<file path="src/rtl/object_spawner_multi.sv">
// Falling-object manager for N_OBJ slots: periodic spawns at an LFSR-derived column,
// per-frame descent, retirement on hit or on leaving the visible area.
module object_spawner_multi #(
    parameter int N_OBJ        = 4,
    parameter int X_W          = 10,
    parameter int Y_W          = 10,
    parameter int SCREEN_W     = 640,
    parameter int SCREEN_H     = 480,
    parameter int OBJ_SIZE     = 32,
    parameter int SPEED        = 2,
    parameter int SPAWN_FRAMES = 30
) (
    input  logic                 clk,
    input  logic                 rst,
    input  logic                 enable,
    input  logic                 frame_tick,
    input  logic [31:0]          random_number,
    input  logic                 hit_valid,
    input  logic [3:0]           hit_index,
    output logic [N_OBJ-1:0]     object_active,
    output logic [N_OBJ*X_W-1:0] object_x,
    output logic [N_OBJ*Y_W-1:0] object_y,
    output logic                 spawn_dropped,
    output logic [7:0]           miss_count
);
    localparam int LIM   = SCREEN_W - OBJ_SIZE;
    localparam int Y_MAX = SCREEN_H - OBJ_SIZE;
    localparam int CNT_W = (SPAWN_FRAMES > 1) ? $clog2(SPAWN_FRAMES) : 1;

    typedef enum logic {IDLE = 1'b0, FALLING = 1'b1} slot_state_t;

    slot_state_t      state [N_OBJ];
    logic [X_W-1:0]   pos_x [N_OBJ];
    logic [Y_W-1:0]   pos_y [N_OBJ];
    logic [Y_W:0]     y_step [N_OBJ];
    logic [CNT_W-1:0] spawn_cnt;
    logic [N_OBJ-1:0] hit_sel;
    logic [N_OBJ-1:0] off_screen;
    logic [N_OBJ-1:0] missed;
    logic             spawn_attempt;
    logic             spawn_found;
    logic [4:0]       spawn_slot;
    logic [4:0]       miss_total;
    logic [X_W-1:0]   rand_col;
    logic [X_W-1:0]   spawn_x;
    logic [31-X_W:0]  unused_rand;

    function automatic logic [7:0] sat_miss_add(input logic [7:0] cnt, input logic [4:0] add);
        logic [8:0] sum;
        sum = {1'b0, cnt} + {4'b0, add};
        return sum[8] ? 8'hFF : sum[7:0];
    endfunction

    assign rand_col      = random_number[X_W-1:0];
    assign unused_rand   = random_number[31:X_W];
    // Fold out-of-range columns back into 0..LIM without a divider.
    assign spawn_x       = (rand_col > X_W'(LIM)) ? rand_col - X_W'(LIM + 1) : rand_col;
    assign spawn_attempt = frame_tick && (spawn_cnt == CNT_W'(SPAWN_FRAMES - 1));

    always_comb begin
        spawn_found = 1'b0;
        spawn_slot  = '0;
        miss_total  = '0;
        // Descending scan so the lowest idle index is the one left standing.
        for (int i = N_OBJ - 1; i >= 0; i--) begin
            y_step[i]     = {1'b0, pos_y[i]} + (Y_W + 1)'(SPEED);
            hit_sel[i]    = hit_valid && (hit_index == 4'(i));
            off_screen[i] = y_step[i] > (Y_W + 1)'(Y_MAX);
            missed[i]     = frame_tick && (state[i] == FALLING) && off_screen[i] && !hit_sel[i];
            miss_total    = miss_total + 5'(missed[i]);
            if (state[i] == IDLE) begin
                spawn_found = 1'b1;
                spawn_slot  = 5'(i);
            end
        end
    end

    always_ff @(posedge clk) begin
        if (rst) begin
            spawn_cnt     <= '0;
            spawn_dropped <= 1'b0;
            miss_count    <= '0;
            for (int i = 0; i < N_OBJ; i++) begin
                state[i] <= IDLE;
                pos_x[i] <= '0;
                pos_y[i] <= '0;
            end
        end else if (enable) begin
            spawn_dropped <= spawn_attempt && !spawn_found;
            if (frame_tick)
                spawn_cnt <= spawn_attempt ? '0 : spawn_cnt + CNT_W'(1);
            miss_count <= sat_miss_add(miss_count, miss_total);
            for (int i = 0; i < N_OBJ; i++) begin
                if (state[i] == IDLE) begin
                    if (spawn_attempt && spawn_found && (spawn_slot == 5'(i))) begin
                        state[i] <= FALLING;
                        pos_x[i] <= spawn_x;
                        pos_y[i] <= '0;
                    end
                end else begin
                    if (hit_sel[i] || (frame_tick && off_screen[i]))
                        state[i] <= IDLE;
                    else if (frame_tick)
                        pos_y[i] <= y_step[i][Y_W-1:0];
                end
            end
        end else begin
            spawn_dropped <= 1'b0;
        end
    end

    always_comb begin
        for (int i = 0; i < N_OBJ; i++) begin
            object_active[i]       = (state[i] == FALLING);
            object_x[i*X_W +: X_W] = pos_x[i];
            object_y[i*Y_W +: Y_W] = pos_y[i];
        end
    end
endmodule
</file>
<file path="config.mk">
export PLATFORM = sky130hd
export DESIGN_NAME = object_spawner_multi
export DESIGN_NICKNAME = d
export VERILOG_FILES = /design/src/rtl/object_spawner_multi.sv
export SDC_FILE = /design/constraint.sdc
export NUM_CORES = 1
export LEC_CHECK = 0
export BUFFER_PORTS_ARGS = -buffer_cell sky130_fd_sc_hd__buf_2
export CORE_MARGIN = 2
export CORE_UTILIZATION = 56
export DETAILED_ROUTE_END_ITERATION = 7
export HOLD_SLACK_MARGIN = 0.05
export PLACE_DENSITY_LB_ADDON = 0.3
export SYNTH_ARGS = -nofsm -noshare
export SYNTH_HDL_FRONTEND = slang
export SYNTH_SLANG_ARGS = --single-unit
</file>
<file path="constraint.sdc">
create_clock -name clk -period 6.3 [get_ports clk]
set_input_delay 0 -clock clk [delete_from_list [all_inputs] [get_ports clk]]
set_output_delay 0 -clock clk [all_outputs]
set_load 0.05 [all_outputs]
</file>
After elaboration in Yosys (flattened, before gate mapping)
Memories as Yosys holds them, arrays and structs flattened.
Cells that the tools add are included.
{ "word_totals": {"ff_bits": 14, "latchBits": 0, "mem_bits_rw": 84, "rom_bits": 0, "in_bits": 41, "output_inout_bits": 93, "elab_cells": 183, "memories": 3} }
{ "memory_table": {"columns": ["name", "depth", "width", "rd", "rd_ports_with_merged_regs", "wr", "line", "rtl"], "rows": [
  ["pos_x", 4, 10, 4, 0, 4, "33", "logic [X_W-1:0] pos_x [N_OBJ];"],
  ["pos_y", 4, 10, 4, 0, 4, "34", "logic [Y_W-1:0] pos_y [N_OBJ];"],
  ["state", 4, 1, 4, 0, 4, "32", "slot_state_t state [N_OBJ];"]
]} }
{ "op_classes": {"addsub": 10, "multipliers": 0, "div": 0, "magnitude_cmp": 5, "n_eq_ne": 7, "shift": 0, "muxes": 94, "n_bitwise": 21, "n_reduce_logical": 40} }
{ "op_table": {"columns": ["cell", "count"], "rows": [
  ["2-to-1 mux 10 bit", 13],
  ["2-to-1 mux 1 bit", 75],
  ["adder 10 x 2 -> 11 bit, second input constant", 4],
  ["> comparator 11 x 9 -> 1 bit, second input constant", 4],
  ["logical AND 1 bit", 27],
  ["bitwise OR 1 bit", 20],
  ["== test 5 x 2 -> 1 bit, second input constant", 2],
  ["> comparator 10 bit, second input constant", 1],
  ["subtractor 10 bit, second input constant", 1],
  ["adder 8 x 4 -> 9 bit", 1],
  ["== test 4 x 2 -> 1 bit, second input constant", 2],
  ["2-to-1 mux 2 bit", 4],
  ["2-to-1 mux 8 bit", 1],
  ["adder 5 x 1 -> 5 bit, second input constant", 1],
  ["== test 5 x 1 -> 1 bit, second input constant", 1],
  ["== test 5 bit, second input constant", 1],
  ["zero test 1 bit", 5],
  ["zero test 5 bit", 1],
  ["2-to-1 mux 5 bit", 1],
  ["adder 3 x 1 -> 4 bit", 1],
  ["== test 4 x 1 -> 1 bit, second input constant", 1],
  ["zero test 4 bit", 1],
  ["logical OR 1 bit", 4],
  ["adder 2 x 1 -> 3 bit", 1],
  ["4 further kinds", 4]
]} }

Longest topological paths before layout
Gate-level depths: netlist (run 1).
An unclocked memory read counts as a cell.
{ "depth": {"word_depth": 14, "depth_mapped": 16, "mapped_depth_nobuf": 15} }

Worst setup path after synthesis (run 1)
Ideal clock, no wire load.
{ "synth_timing": {"kind": "reg-to-reg", "start": "memory pos_y[0][1]", "end": "register miss_count[2]", "setup_time_ns": 0.071, "arrival_time_ns": 4.036, "required_time_ns": 6.229, "path_slack_ns": 2.193, "path_stages_with_launch": 14, "n_path_buf": 1, "period_less_slack_ns": 4.107, "cell_sequence": "edfxtp_1 ha_1 and4_1 o311ai_0 a31o_2 buf_6 nand4_1 fa_1 inv_1 fa_1 fa_1 and3_1 or2_2 a21oi_1"} }
{ "synth_rtl": {"columns": ["item", "line", "rtl"], "rows": [
  ["start, declared", "34", null],
  ["end signal, assigned", "92", "miss_count <= sat_miss_add(miss_count, miss_total);"],
  ["end, declared", "24", "output logic [7:0] miss_count"]
]} }

==> impl_metrics.yaml, run 1 <==
outcome:
  outcome: "finished, final reports clean"
timing:
  timing.final.crit_period_ns: 4.28
  tns_ns: 0
  tightest_slew_ns: 0.797
  maxSlewViolCount: 0
  fmax_ghz: 0.234
  max_slew_margin: 0.465
  finalSetupViolCount: 0
  hold_viol: 0
  hold_ws_ns: 0.0887
  rsz0062_at_grt: "false"
  skew_ns: 0.00913
  post-route-period-util: 0.679
worst_setup_path:
  cp.required_ns: 6.53
  slowest_stage: "o311ai_0"
  slowest_delay_ns: 0.54
  start_kind: "register"
  cp_max_fo: 10
  critPathBufInv: 1
  crit_top_cell: "fa_1"
  crit_type: "register to register"
  crit_chain: "ha_1 > and4_1 > o311ai_0 > a31o_2 > nand4_1 > fa_1 > inv_1 > fa_1 > fa_1 > and3_1 > nand3_1 > or2_2 > a21oi_1"
  path_delay_family: "adder cells"
  crit_arrival_ns: 4.50
  end_kind: "register"
synthesis:
  synthTopCellsByArea: "edfxtp_1 47%, nor2_1 6.5%, dfxtp_1 5.5%"
  syn_area_per_cell_um2: 10.5
  syn-cell-area_um2: 5090
  yosys.area.top_type: "edfxtp_1"
  synth_edf_count: 80
  synth_top_area_frac: 0.472
  ys_ff_latch: 94
  synthCells: 484
  ys_warn_count: 0
  netlist-cell-type-count: 65
  synth-async-reset-ratio: 0
  synth-main-ff-cell: "edfxtp_1"
  yosysSeqAreaShare: 0.527
route:
  drt_first_pass_iters: 5
  remaining_drc_errors: 0
  routedWlPerCell_um: 15.5
  viasPerCell: 5.61
  vias: 3928
  drt_iter0_markers: 224
  final_antenna_net_count: 0
  routed_wl_um: 10900
grt:
  grt_usage: 0.224
  antenna_found_initial: 0
  grt_max_degree: 26
  grt_pass1_vias: 3667
  grt-ovfl-total: 0
  grt_pass1_wl_um: 17600
floorplan:
  fp-row-count: 34
  fp.dieW_um: 99.4
  num_io_pins: 134
  fp.dieArea_um2: 9870
  die_h_um: 99.4
  fp.coreArea_um2: 8760
  floorplan.initialDensity: 0.581
power:
  powerDensity_nw_per_um2: 226
  p_leak_nw: 2.35
  p_comb_frac: 0.165
  switching_share: 0.315
  p_clk_frac: 0.287
  vdd_drop_max_mv: 0.122
  finalPower_mw: 1.32
  switchingPower_uw: 415
  power.internal_uw: 904
  seqPwrFrac: 0.548
cts:
  cts_root_buf: "clkbuf_8"
  cts_tree: "built"
  h-tree-depth: 3
  clock_latency_ns: 0.36
  path_clk_slew_ns: 0.10
  cts_sinks: 94
  numCtsBuffers: 9
  cts_max_path_buffers: 2
run:
  cap_viol_max_count: 0
place:
  io_buffers: 107
  dp_hpwl_um: 7990
  gp_congestion: 0.868
cells_and_area:
  area_growth_pct: 14.9
  diodes: 0
  layout-drive-gt1-share: 0.245
  fin_util: 0.667
  nets: 643
hold_path:
  min_path_type: "input pin to register"
-- per-stage QoR --
stage	setup slack (ns)	cell area, µm²	std cells
6_report	2.02	5850	700
5_1_grt	1.77	5850	700
4_1_cts	2.06	5850	700
3_5_place_dp	2.11	5640	682
3_3_place_gp	2.22	5640	682
2_1_floorplan	2.19	5120	491
-- cell type report --
type	instances	area, µm²
Inverter	20	75.1
Clock inverter	7	62.6
Clock buffer	9	124
Multi-Input combinational cell	353	2210
Fill cell	711	2910
Sequential cell	94	2680
Timing Repair Buffer	109	556
Tap cell	108	135
-- cell usage in the layout (no fill, tap or decap), types with 12 or more instances in the layout --
cell / instances
xor2_1: 14
dfxtp_1: 14
edfxtp_1: 80
buf_2: 107
nor3_1: 22
a21oi_1: 16
inv_1: 20
ha_1: 12
xnor2_1: 18
nand3_1: 19
nand2_1: 35
nor2_1: 88
-- sequential cells by signal, summed over array words and instances (netlist names) --
register,cells
spawn_cnt,5
pos_y,36
state,4
spawn_dropped,1
pos_x,40
miss_count,8
-- cells in the mapped netlist, drive strengths merged, types with 6 or more instances --
master / n
clkbuf: 11
nand3: 22
nor2: 88
inv: 20
mux2i: 6
o21ai: 12
nand4: 8
xnor2: 19
ha: 12
edfxtp: 80
nor3: 23
dfxtp: 14
xor2: 17
and3: 7
buf: 13
a21oi: 16
nand2: 36
-- tightest hold or removal path, cell delays in order --
cell    delay [ns]
buf_2         0.13
xor2_2        0.11
nor2_1        0.09
-- worst paths after layout --
path                                        from       endpoint  slack [ns]  cells past startpoint
worst max-delay path                 pos_y[0][1]  miss_count[5]        2.02                     13
worst min-delay path            random_number[3]    pos_x[3][3]        0.09                      3
worst max register to register       pos_y[0][1]  miss_count[5]        2.02                     13
worst min register to register     miss_count[7]  miss_count[7]        0.57                      3
-- power groups by stage --
stage	registers (mW)	clock network (mW)	logic (mW)
global route	0.728	0.406	0.232
finish	0.723	0.378	0.218
global placement	0.736	0	0.213
CTS	0.723	0.387	0.218
detailed placement	0.737	0	0.217
floorplan	0.821	0	0.0828
-- cells by family (layout without fill, tap and decap cells) --
group	Yosys count	after routing	synth area share
fa+ha+maj	15	15	0.0413
flops	94	94	0.527
mux	8	8	0.0170
compound gates	63	63	0.0850
simple gates	223	223	0.218
xor+xnor	36	36	0.0678
other cells	1	8	0.000736
buf+inv	44	145	0.0435
-- repair_timing --
item,4_1_cts,5_1_grt
resized for setup,0,0
setup buffers,0,0
hold buffers,2,0
endpoints found under the hold margin,2,0
-- layer usage --
| metal | routed length (µm) | up-vias | GRT usage |
|---|---|---|---|
| li1 | - | 1927 | - |
| met1 | 4790 | 1868 | 0.301 |
| met2 | 5310 | 113 | 0.366 |
| met3 | 526 | 20 | 0.0358 |
| met4 | 242 | 0 | 0.0906 |
| met5 | 0 | - | 0 |
(Power assumes the default switching activity.)
==> run 2, diff against run 1 <==
--- a/config.mk
+++ b/config.mk
@@ -5,9 +5,10 @@
 export SDC_FILE = /design/constraint.sdc
 export NUM_CORES = 1
 export LEC_CHECK = 0
+export ABC_AREA = 1
 export BUFFER_PORTS_ARGS = -buffer_cell sky130_fd_sc_hd__buf_2
 export CORE_MARGIN = 2
-export CORE_UTILIZATION = 56
+export CORE_UTILIZATION = 53
 export DETAILED_ROUTE_END_ITERATION = 7
 export HOLD_SLACK_MARGIN = 0.05
 export PLACE_DENSITY_LB_ADDON = 0.3
==> constraint.sdc (replaced) <==
create_clock -name clk -period 4.4 [get_ports clk]
set_input_delay 0 -clock clk [delete_from_list [all_inputs] [get_ports clk]]
set_output_delay 0 -clock clk [all_outputs]
set_load 0.05 [all_outputs]
==> run 2 against run 1 <==
  * First-iteration DRC count is 13% higher
  * Register-to-register slack worse by 1.8 ns
  * Hold slack worse by 0.0097 ns
  * Via count is 6.3% higher
  * Design area is 2.4% higher
  * Combinational power is 36% higher
  * Area after synthesis is 0.34% lower
  * Highest routed layer unchanged
  * Die area is 5.1% higher
  * Flip-flop and latch count stayed put
==> impl_metrics.yaml, run 2 <==
synthesis:
  synth-main-ff-cell: "edfxtp_1"
  synth.area.mux_share: 0
  ys_ff_latch: 94
  yosys.cell_count.top_type: "nand2_1"
  synthXorXnorAreaFrac: 0.0242
  syn-cell-area_um2: 5070
  yosys-top-cells-count: "120 x nand2_1, 99 x nor2_1, 80 x edfxtp_1, 79 x inv_1, 30 x a21oi_1"
  synth-async-reset-ratio: 0
  yosys.area_share.adder: 0.0414
  synth_compound_area_frac: 0.0683
  synth_top_family_by_area: "simple AND/OR/NAND/NOR gates"
  netlist-cell-type-count: 39
  synth_top_area_frac: 0.473
  yosys.area.top_type: "edfxtp_1"
  synth_edf_count: 80
  synthCells: 574
  synth-simple-area-share: 0.254
  ys_warn_count: 0
  synthTopCellsByArea: "edfxtp_1 47%, nand2_1 8.9%, nor2_1 7.3%"
  syn_area_per_cell_um2: 8.84
  yosysSeqAreaShare: 0.529
cells_and_area:
  top_register: "pos_x"
  layout_common_cells: "120 x nand2_1, 107 x buf_2, 99 x nor2_1"
  diodes: 0
  final_cells: 829
  fillCellCount: 799
  fin_util: 0.645
  area_growth_pct: 18.0
  nets: 751
  reg_top3: "pos_x: 40 flops, pos_y: 36 flops, miss_count: 8 flops"
  layout-drive-gt1-share: 0.227
  final_common_cell: "nand2_1"
  largest_reg_flops: 40
hold_path:
  min_path_cells: 3
  min_path_type: "input pin to register"
  min_to: "pos_x[0][8]"
  min_from: "random_number[7]"
cts:
  numCtsBuffers: 9
  clock_latency_ns: 0.36
  h-tree-depth: 3
  path_clk_slew_ns: 0.10
  cts_sinks: 94
  cts_tree: "built"
  cts_max_path_buffers: 2
  cts_root_buf: "clkbuf_8"
worst_setup_path:
  end_kind: "register"
  reg2reg_from: "pos_y[2][1]"
  crit_arrival_ns: 4.36
  start_kind: "register"
  reg2reg_to: "miss_count[1]"
  reg2reg_depth: 16
  cp_max_fo: 6
  cp.required_ns: 4.64
  crit_type: "register to register"
  reg2reg_slack_ns: 0.27
power:
  p_leak_nw: 2.73
  vdd_drop_max_mv: 0.250
  powerDensity_nw_per_um2: 313
place:
  io_buffers: 107
  dp_hpwl_um: 8360
  gp_congestion: 0.939
  pre_cts_slack_ns: 0.716
  place_inst: 806
grt:
  grt_usage: 0.222
  grt_max_degree: 16
  grt-ovfl-total: 0
  grt_pass1_vias: 3839
  grt_pass1_wl_um: 17900
  antenna_found_initial: 0
outcome:
  outcome: "finished, final reports clean"
floorplan:
  die_h_um: 102
  num_io_pins: 134
  floorplan.initialDensity: 0.547
  fp.dieArea_um2: 10400
  fp-row-count: 35
  fp.coreArea_um2: 9280
  fp.dieW_um: 102
timing:
  maxSlewViolCount: 0
  tns_ns: 0
  hold_viol: 0
  post-route-period-util: 0.938
  post-route-worst-setup-slack_ns: 0.272
  rsz0062_at_grt: "false"
  max_slew_margin: 0.504
  finalSetupViolCount: 0
  hold_ws_ns: 0.0790
  timing.final.crit_period_ns: 4.13
  skew_ns: 0.0193
  fmax_ghz: 0.242
  tightest_slew_ns: 0.740
route:
  vias: 4177
  routed_wl_um: 11200
  drt_iter0_markers: 253
  viasPerCell: 5.04
  routedWlPerCell_um: 13.6
  final_antenna_net_count: 0
  remaining_drc_errors: 0
  drt_first_pass_iters: 5
run:
  cap_viol_max_count: 0
run 2: worst max-delay path by stage:
stage	startpoint	to	slack (ns)	cells past startpoint
CTS	pos_y[2][1]	miss_count[1]	0.16	16
finish	pos_y[2][1]	miss_count[1]	0.27	16
global route	pos_y[2][1]	miss_count[1]	0.009	16
detailed placement	pos_y[2][1]	miss_count[1]	0.72	15
floorplan	pos_y[2][1]	miss_count[6]	0.63	17
global placement	pos_y[2][1]	miss_count[1]	0.82	15
run 2: cells by family after synthesis:
| logic type | after synthesis |
|---|---|
| adder cells (fa/ha/maj) | 15 |
| XOR/XNOR | 14 |
| other | 1 |
| AO/OA/AOI/OAI | 59 |
| AND/OR/NAND/NOR | 291 |
| buffers and inverters | 100 |
| flip-flops | 94 |
run 2: layout make-up:
type / instances / area, µm² / area share
Clock inverter: 7 / 65.1 / 0.0109
Sequential cell: 94 / 2680 / 0.448
Timing Repair Buffer: 114 / 601 / 0.100
Tap cell: 129 / 161 / 0.0269
Multi-Input combinational cell: 387 / 2020 / 0.337
Inverter: 89 / 337 / 0.0562
Clock buffer: 9 / 124 / 0.0207
run 2: critical path, cell delays in order (launching register included):
cell           delay (ns)
edfxtp_1             0.46
ha_2                 0.24
nand3_2              0.13
nor2_2               0.18
xor2_2               0.18
nand3_2              0.13
nand2_1              0.10
nand4_1              0.13
fa_1                 0.53
inv_1                0.05
fa_1                 0.46
fa_1                 0.42
nand4_1              0.13
inv_1                0.08
nand3_2              0.13
a31oi_1              0.10
dlygate4sd3_1        0.57
run 2: power breakdown:
| part | internal (mW) | switching (mW) | leakage, nW |
|---|---|---|---|
| Combinational | 0.0652 | 0.232 | 1.70 |
| Clock | 0.259 | 0.297 | 0.0980 |
| Sequential | 0.997 | 0.0258 | 0.934 |
| Total | 1.32 | 0.554 | 2.73 |
run 2: per-stage QoR:
step	total power, mW	area (µm²)
finish	1.88	5990
floorplan	1.27	5100
CTS	1.89	5960
global placement	1.33	5720
detailed placement	1.33	5720
global route	1.95	5990
run 2: per-layer routing:
| metal | wire length (µm) | vias up | global-route usage |
|---|---|---|---|
| met1 | 4780 | 1929 | 0.287 |
| met2 | 5440 | 135 | 0.372 |
| met4 | 137 | 0 | 0.0677 |
| li1 | - | 2100 | - |
| met3 | 883 | 13 | 0.0554 |
| met5 | 0 | - | 0 |
run 2: what timing repair did:
action	in CTS	in global routing
hold endpoints to repair	14	0
setup buffers	0	2
hold buffers	5	0
resized for setup	0	4
endpoints found under the setup margin	0	1
==> run 3, diff against run 2 <==
--- a/config.mk
+++ b/config.mk
@@ -6,10 +6,12 @@
 export NUM_CORES = 1
 export LEC_CHECK = 0
 export ABC_AREA = 1
-export BUFFER_PORTS_ARGS = -buffer_cell sky130_fd_sc_hd__buf_2
+export CELL_PAD_IN_SITES_DETAIL_PLACEMENT = 2
+export CELL_PAD_IN_SITES_GLOBAL_PLACEMENT = 2
 export CORE_MARGIN = 2
-export CORE_UTILIZATION = 53
+export CORE_UTILIZATION = 37
 export DETAILED_ROUTE_END_ITERATION = 7
+export DONT_BUFFER_PORTS = 1
 export HOLD_SLACK_MARGIN = 0.05
 export PLACE_DENSITY_LB_ADDON = 0.3
 export SYNTH_ARGS = -nofsm -noshare
==> run 3 against run 2 <==
  * Hold slack improved by 0.0012 ns
  * Worst setup slack improved by 0.24 ns
  * Utilization fell by 21 points
  * Clock power rose by 46%
  * Flip-flop and latch count did not move
  * Wire length rose by 36%
  * Global-route usage fell by 0.25 points
  * Fmax rose by 6.1%
  * Sequential power rose by 9.8%
  * Critical path depth did not move
  * Critical endpoint is now miss_count[6]
  * Largest power group unchanged
==> impl_metrics.yaml, run 3 (synthesis results as in run 2) <==
route:
  drt_iter0_markers: 95
  drt_first_pass_iters: 4
  vias: 4064
  route.met2.wl_um: 8440
  wl_met1_um: 6050
  final_antenna_net_count: 0
  top_layer_used: "met4"
  routed_wl_um: 15300
  routedWlPerCell_um: 19.4
  wl_met3_um: 707
  viasPerCell: 5.14
  remaining_drc_errors: 0
timing:
  fmax_ghz: 0.257
  timing.final.crit_period_ns: 3.89
  skew_ns: 0.00888
  max_slew_margin: 0.464
  tns_ns: 0
  post-route-period-util: 0.884
  hold_viol: 0
  maxSlewViolCount: 0
  rsz0062_at_grt: "false"
  tightest_slew_ns: 0.796
  finalSetupViolCount: 0
cells_and_area:
  fillCellCount: 1503
  reg_top3: "pos_x: 40 flops, pos_y: 36 flops, miss_count: 8 flops"
  area_growth_pct: 13.9
  nets: 664
  largest_reg_flops: 40
  top_register: "pos_x"
  final_common_cell: "nand2_1"
  multi_input_area_um2: 2000
  fin_util: 0.435
  layout_common_cells: "120 x nand2_1, 99 x nor2_1, 80 x edfxtp_1"
  regArea_um2: 2680
  layout-drive-gt1-share: 0.104
worst_setup_path:
  crit_type: "register to register"
  cp_max_fo: 5
  start_kind: "register"
  crit_arrival_ns: 4.09
  reg2reg_depth: 16
  reg2reg_slack_ns: 0.51
  end_kind: "register"
  cp.required_ns: 4.60
floorplan:
  num_io_pins: 134
  fp.coreArea_um2: 13300
  floorplan.initialDensity: 0.382
  die_h_um: 121
  fp-row-count: 42
  fp.dieW_um: 121
  fp.dieArea_um2: 14700
power:
  powerDensity_nw_per_um2: 367
  switchingPower_uw: 623
  p_leak_nw: 2.40
  switching_share: 0.294
  p_clk_frac: 0.381
  power.internal_mw: 1.50
  p_comb_frac: 0.092
  vdd_drop_max_mv: 0.216
  seqPwrFrac: 0.527
  finalPower_mw: 2.12
place:
  io_buffers: 0
  gp_congestion: 0.775
  dp_hpwl_um: 11600
grt:
  grt_usage: 0.219
  grt-ovfl-total: 0
  antenna_found_initial: 1
  grt_pass1_wl_um: 24500
  grt_pass1_vias: 4526
  grt_max_degree: 18
cts:
  cts_tree: "built"
  cts_max_path_buffers: 2
  h-tree-depth: 3
  clock_latency_ns: 0.35
  numCtsBuffers: 9
  cts_root_buf: "clkbuf_16"
  path_clk_slew_ns: 0.07
  cts_sinks: 94
outcome:
  outcome: "finished, final reports clean"
run:
  cap_viol_max_count: 0
hold_path:
  min_path_type: "input pin to register"
  min_path_cells: 3
[run 3: cell count changes in the layout (fill, tap and decap cells not counted), sizes merged]
cell,change
dlygate4sd3,+6
clkinvlp,+1
buf,-93
inv,+3
clkinv,-4
diode,+1
[run 3: worst max-delay path, cell delays in order (launching register included)]
cell and delay (ns):
edfxtp_1 0.74, nand2_1 0.16, nor2_1 0.17, xor2_1 0.24, nand3_1 0.11, nand2_1 0.10
nand4_1 0.15, fa_1 0.53, inv_1 0.06, fa_1 0.45, fa_1 0.43, nand4_1 0.13
inv_1 0.08, nand2_1 0.07, nor2_1 0.06, o21ai_0 0.18, a31oi_1 0.07
[run 3: layout make-up]
| cell class | count | area share |
|---|---|---|
| flip-flops and latches | 94 | 0.464 |
| multi-input cells | 387 | 0.346 |
| inverters | 89 | 0.0583 |
| repair buffers | 27 | 0.0398 |
| clock buffers | 9 | 0.0390 |
| well taps | 176 | 0.0381 |
| clock inverters | 7 | 0.0139 |
| diodes | 1 | 0.000433 |
[run 3: final timing paths]
path	startpoint	endpoint
worst max-delay path	pos_y[0][6]	miss_count[6]
worst min-delay path	enable	spawn_cnt[0]
worst max register to register	pos_y[0][6]	miss_count[6]
worst min register to register	spawn_cnt[4]	spawn_cnt[4]
[run 3: power by group through the flow]
stage / registers, mW / logic, mW / clock network, mW
after floorplan: 1.15 / 0.120 / 0
after global placement: 1.13 / 0.172 / 0
after detailed placement: 1.14 / 0.183 / 0
after CTS: 1.12 / 0.198 / 0.825
after global routing: 1.12 / 0.217 / 0.857
final: 1.12 / 0.196 / 0.809
[run 3: what timing repair did]
action | in CTS | in global routing
buffers inserted | 0 | 0
endpoints found under the setup margin | 0 | 0
resized for setup | 0 | 0
hold buffers | 11 | 0
hold endpoints to repair | 53 | 0
[run 3: through the flow]
stage	setup slack, ns	std cells	hold slack [ns]	area (µm²)
floorplan	0.629	581	0.198	5100
global route	0.252	790	0.114	5780
global placement	0.754	762	0.0751	5360
detailed placement	0.598	762	0.0782	5360
CTS	0.461	789	0.0821	5780
finish	0.511	790	0.0802	5780
[run 3: metal layers]
metal / track usage / vias to the layer above
met5: 0 / -
met4: 0.0581 / 0
met3: 0.0508 / 9
met2: 0.416 / 72
met1: 0.243 / 2041
li1: - / 1942
